==> config.mk <==
export PLATFORM = sky130hd
export DESIGN_NAME = uart_rx_fifo_ctrl
export DESIGN_NICKNAME = d
export VERILOG_FILES = /design/src/rtl/uart_rx_fifo_ctrl.sv
export SDC_FILE = /design/constraint.sdc
export NUM_CORES = 1
export LEC_CHECK = 0
export CAP_MARGIN = 40
export CORE_MARGIN = 1
export CORE_UTILIZATION = 62
export CTS_BUF_LIST = sky130_fd_sc_hd__clkbuf_8
export CTS_CLUSTER_DIAMETER = 100
export DETAILED_ROUTE_END_ITERATION = 6
export PLACE_DENSITY_LB_ADDON = 0.12
export SLEW_MARGIN = 15
export SYNTH_ARGS = -nofsm -noshare
export SYNTH_HDL_FRONTEND = slang
export SYNTH_SLANG_ARGS = --single-unit
==> constraint.sdc <==
create_clock -name clk -period 4.6 [get_ports clk]
set_input_delay 0.92 -clock clk [delete_from_list [all_inputs] [get_ports clk]]
set_output_delay 0.92 -clock clk [all_outputs]
set_load 0.01 [all_outputs]
==> src/rtl/uart_rx_fifo_ctrl.sv <==
// rtl/uart_rx_fifo_ctrl.sv - UART receive FIFO with line status and RDA/RLS/timeout interrupts
module uart_rx_fifo_ctrl #(
    parameter int DEPTH    = 16,
    parameter int TO_TICKS = 640
) (
    input  logic                     clk,
    input  logic                     rst,
    input  logic                     baud_pulse,
    input  logic                     rx_push,
    input  logic [7:0]               rx_data,
    input  logic                     rx_pe,
    input  logic                     rx_fe,
    input  logic                     rx_bi,
    input  logic                     fifo_en,
    input  logic                     fifo_clr,
    input  logic [1:0]               trig_lvl,
    input  logic                     rd_en,
    input  logic                     lsr_rd,
    output logic [7:0]               rd_data,
    output logic                     dr,
    output logic                     oe,
    output logic                     pe_o,
    output logic                     fe_o,
    output logic                     bi_o,
    output logic                     fifo_err,
    output logic [$clog2(DEPTH):0]   rx_level,
    output logic                     irq_rls,
    output logic                     irq_rda,
    output logic                     irq_to
);

    localparam int AW = $clog2(DEPTH);
    localparam int LW = AW + 1;
    localparam int TW = $clog2(TO_TICKS + 1);

    logic [10:0]    mem [DEPTH];
    logic [AW-1:0]  wr_ptr, rd_ptr;
    logic [LW-1:0]  level, err_cnt, trig_thr;
    logic [TW-1:0]  to_cnt;
    logic           fifo_en_q;

    logic [10:0]    head, new_entry;
    logic           empty, full, flush, head_err, new_err;
    logic           do_push, do_pop, ovr, hold_ovw;

    assign empty     = (level == '0);
    assign full      = fifo_en ? (level == LW'(DEPTH)) : !empty;
    assign flush     = fifo_clr | (fifo_en ^ fifo_en_q);
    assign head      = mem[rd_ptr];
    assign new_entry = {rx_bi, rx_fe, rx_pe, rx_data};
    assign head_err  = !empty & (|head[10:8]);
    assign new_err   = |new_entry[10:8];

    // Pop is resolved before push, so a full FIFO can accept a push in the popping cycle.
    assign do_pop    = rd_en & !empty & !flush;
    assign do_push   = rx_push & !flush & (!full | do_pop);
    assign ovr       = rx_push & !flush & full & !do_pop;
    assign hold_ovw  = ovr & !fifo_en;

    always_ff @(posedge clk) begin
        if (do_push)
            mem[wr_ptr] <= new_entry;
        else if (hold_ovw)
            mem[rd_ptr] <= new_entry;
    end

    always_ff @(posedge clk or posedge rst) begin
        if (rst) begin
            wr_ptr    <= '0;
            rd_ptr    <= '0;
            level     <= '0;
            err_cnt   <= '0;
            to_cnt    <= '0;
            oe        <= 1'b0;
            irq_to    <= 1'b0;
            fifo_en_q <= 1'b0;
        end else begin
            fifo_en_q <= fifo_en;

            if (ovr)
                oe <= 1'b1;
            else if (lsr_rd)
                oe <= 1'b0;

            if (flush) begin
                wr_ptr  <= '0;
                rd_ptr  <= '0;
                level   <= '0;
                err_cnt <= '0;
            end else begin
                if (do_push)
                    wr_ptr <= wr_ptr + 1'b1;
                if (do_pop)
                    rd_ptr <= rd_ptr + 1'b1;
                level   <= level + LW'(do_push) - LW'(do_pop);
                // A holding-register overwrite swaps the old entry's flags for the new one's.
                err_cnt <= err_cnt + LW'(do_push & new_err) + LW'(hold_ovw & new_err)
                                   - LW'(do_pop & head_err) - LW'(hold_ovw & head_err);
            end

            if (flush | !fifo_en | rx_push | do_pop | empty) begin
                to_cnt <= '0;
                irq_to <= 1'b0;
            end else if (baud_pulse && (to_cnt != TW'(TO_TICKS))) begin
                to_cnt <= to_cnt + 1'b1;
                if (to_cnt == TW'(TO_TICKS - 1))
                    irq_to <= 1'b1;
            end
        end
    end

    always_comb begin
        trig_thr = LW'(1);
        case (trig_lvl)
            2'b00: trig_thr = LW'(1);
            2'b01: trig_thr = LW'(4);
            2'b10: trig_thr = LW'(8);
            2'b11: trig_thr = LW'(14);
            default: trig_thr = LW'(1);
        endcase
    end

    assign rd_data  = empty ? 8'h00 : head[7:0];
    assign pe_o     = !empty & head[8];
    assign fe_o     = !empty & head[9];
    assign bi_o     = !empty & head[10];
    assign dr       = !empty;
    assign fifo_err = (err_cnt != '0);
    assign rx_level = level;
    assign irq_rls  = oe | pe_o | fe_o | bi_o;
    assign irq_rda  = fifo_en ? (level >= trig_thr) : dr;

endmodule

==> reports/metrics.csv <==
metric;value;unit
drc;0;
cts_repair_resize_count;0;
synth_fp_nets;568;
insertedDiodeCount;0;
clkSlewWorstSetupHoldPaths;0.06;ns
syn_area;8855;um^2
initial_utilization;0.6379;
criticalPathCategory;reg2out;
die_height;121.5;um
timing.clock.skew;0.01417;ns
grt_pass1_vias;5119;
synthFlopType;edfxtp_1;
final_period_minus_worst_setup_slack;4.301;ns
hold_class;reg2reg;
sequentialPowerShare;0.573;
avg_synthesized_cell_area;16.87;um^2
chipWidth;121.5;um
cts.sinks;207;
grt_pass1_wl;28.37;mm
result_of_the_run;finished clean;
post_synth_num_cell_types;45;
post_cts_hold_buffer_count;0;
hold_viol;0;
grtUsageTotal;0.2670;
setup_tns;0;ns
power_per_cell_area;350.4;nW/um^2
ioPinCount;43;
rsz_0062_raised_after_global_routing;no;
end_kind;output pin;
seq_area;6063;um^2
max_freq;232.5;MHz
wire_per_inst;22.38;um
die-area;14760;um^2
ctsHtreeMaxLevel;1;
critical_path_peak_fanout;29;
crit_required;3.68;ns
row_count;43;
clock_insertion_delay_worst_skew;0.57;ns
wl;18.24;mm
vias;4989;
drt-initial-drc-count;420;
detail-route-antenna-nets;0;
cts_bufs_inserted;31;
fillerInstances;871;
seq_area_frac_synth;0.6845;
clk_root_buffer_cell;clkbuf_8;
synth-edff-count;176;
cts_post_setup_buffers_inserted;0;
clockPowerShare;0.384;
period_utilization;0.9351;
share_comb_of_total_power;0.044;
internal_power;2816;uW
power.leakage;0.003556;uW
tightest_slew;0.6979;ns
flow.area_growth_from_synthesis;15.53;%
critPathLaunchType;flip-flop;
p_switching;768.5;uW
port_buffers;42;
detail_route.first_pass.iterations;5;
gp_congestion;0.8603;
report.power.total;3584;uW
cts.path.max_buffers;3;
hpwl;11.64;mm
multiInputGateArea;2595;um^2
final_max_slew_viol_count;0;
setup_viol;0;
globalRoute.totalOverflow;0;
cts_tree;yes;
grt_max_degree;32;
critical_path_arrival;3.38;ns
slew_headroom;0.5347;
placeableCoreArea;13880;um^2
ys_ff_latch;207;
syn_inst;525;
drive_above_1_share;0.2063;
via_per_inst;6.121;
netSwitchingFraction;0.2144;
final_net_count;653;
async_flop_share;0.1498;
synth-warning-count;0;
drv.max_cap_violation_count;0;
worst_ir_drop_vdd;0.2863;mV
antenna_found_initial;0;
## worst paths after layout
| kind | start | end | slack [ns] | depth (start not counted) |
|---|---|---|---|---|
| max | rd_ptr[1] | rd_data[6] | 0.30 | 5 |
| min | irq_to | irq_to | 0.52 | 2 |
| max in group asynchronous | rst | rd_ptr[1] | 3.52 | 3 |
| min reg2reg | irq_to | irq_to | 0.52 | 2 |
| min in group asynchronous | rst | irq_to | 0.76 | 3 |
| max reg2reg | rd_ptr[0] | err_cnt[2] | 0.52 | 11 |
## cell usage after synthesis (all sizes together) (2+ instances only)
| cell type | instances | share of area |
|---|---|---|
| o21ai | 4 | 0.0023 |
| or3 | 3 | 0.0021 |
| fa | 4 | 0.0090 |
| a21oi | 12 | 0.0068 |
| xor2 | 9 | 0.0089 |
| dfrtp | 31 | 0.088 |
| buf | 11 | 0.0072 |
| xnor2 | 13 | 0.013 |
| nor2 | 53 | 0.022 |
| a32oi | 2 | 0.0020 |
| and3 | 5 | 0.0035 |
| edfxtp | 176 | 0.60 |
| o32a | 3 | 0.0034 |
| mux2i | 9 | 0.010 |
| nand4 | 7 | 0.0049 |
| nor3 | 5 | 0.0028 |
| clkbuf | 10 | 0.0042 |
| mux4 | 48 | 0.12 |
| a22oi | 2 | 0.0017 |
| nand2 | 17 | 0.0072 |
| inv | 26 | 0.011 |
| nand2b | 3 | 0.0021 |
| and2 | 11 | 0.0078 |
| mux2 | 6 | 0.0081 |
| a31oi | 4 | 0.0028 |
| ha | 18 | 0.025 |
| nor2b | 9 | 0.0064 |
| nand3 | 12 | 0.0068 |
## per-layer routing
metal,part of all wire,GRT usage,up-vias
met5,0,0,-
met4,0.034,0.1111,0
met3,0.065,0.04793,53
met2,0.51,0.4510,203
met1,0.39,0.3441,2539
li1,-,-,2194
## stage by stage
stage / instance area [um^2] / hold WS [ns] / util / cells / setup slack [ns]
final: 10230 / 0.5188 / 0.7370 / 815 / 0.2986
after global routing: 10230 / 0.5762 / 0.7370 / 815 / 0.1585
after CTS: 10230 / 0.5311 / 0.7370 / 815 / 0.2876
after detailed placement: 9647 / 0.5136 / 0.6950 / 757 / 0.2727
after global placement: 9647 / 0.4860 / 0.6950 / 757 / 0.3534
after floorplan: 8855 / 0.4971 / - / 525 / 0.6979
## power by group through the flow
stage / combinational (uW) / sequential, uW / clock (uW)
floorplan: 72.7 / 2090 / 0
global placement: 151 / 2090 / 0
detailed placement: 156 / 2090 / 0
CTS: 157 / 2050 / 1400
global route: 171 / 2050 / 1480
finish: 156 / 2050 / 1380
## registers in the layout, indices dropped and copies added, names as in the netlist
| signal | count |
|---|---|
| to_cnt | 10 |
| irq_to | 1 |
| oe | 1 |
| rx_level | 5 |
| fifo_en_q | 1 |
| rd_ptr | 4 |
| mem | 176 |
| wr_ptr | 4 |
| err_cnt | 5 |
## placed cells by master, fill, tap and decap left out, types with 13 or more instances in the layout
cell type	synthesis	layout
edfxtp_1	176	176
nor2_1	53	53
mux4_2	48	48
clkdlybuf4s50_1	0	42
clkbuf_8	0	35
inv_1	26	33
buf_4	2	30
dfrtp_1	31	29
ha_1	18	18
nand2_1	17	17
xnor2_1	13	13
## logic make-up after synthesis
logic type / share of synthesized area
DFF: 0.6845
xor gates and xnor gates: 0.02176
AOI/OAI and AO/OA: 0.02727
and+or+nand+nor: 0.06924
muxes: 0.1403
buffers and inverters: 0.02247
adders and majority gates: 0.03448
## critical path: stages, from the launching register on
cell and delay [ns]:
dfrtp_2 0.82, buf_4 0.42, mux4_2 0.34, mux4_2 0.51
and2_1 0.21, clkdlybuf4s50_1 0.50
## layout make-up
cell class,instances,share of cell area
flip-flops and latches,207,0.5927
multi-input cells,271,0.2537
repair buffers,73,0.06507
clock buffers,35,0.04709
well taps,180,0.02202
clock inverters,23,0.009907
inverters,26,0.009540
(Power assumes the default switching activity.)
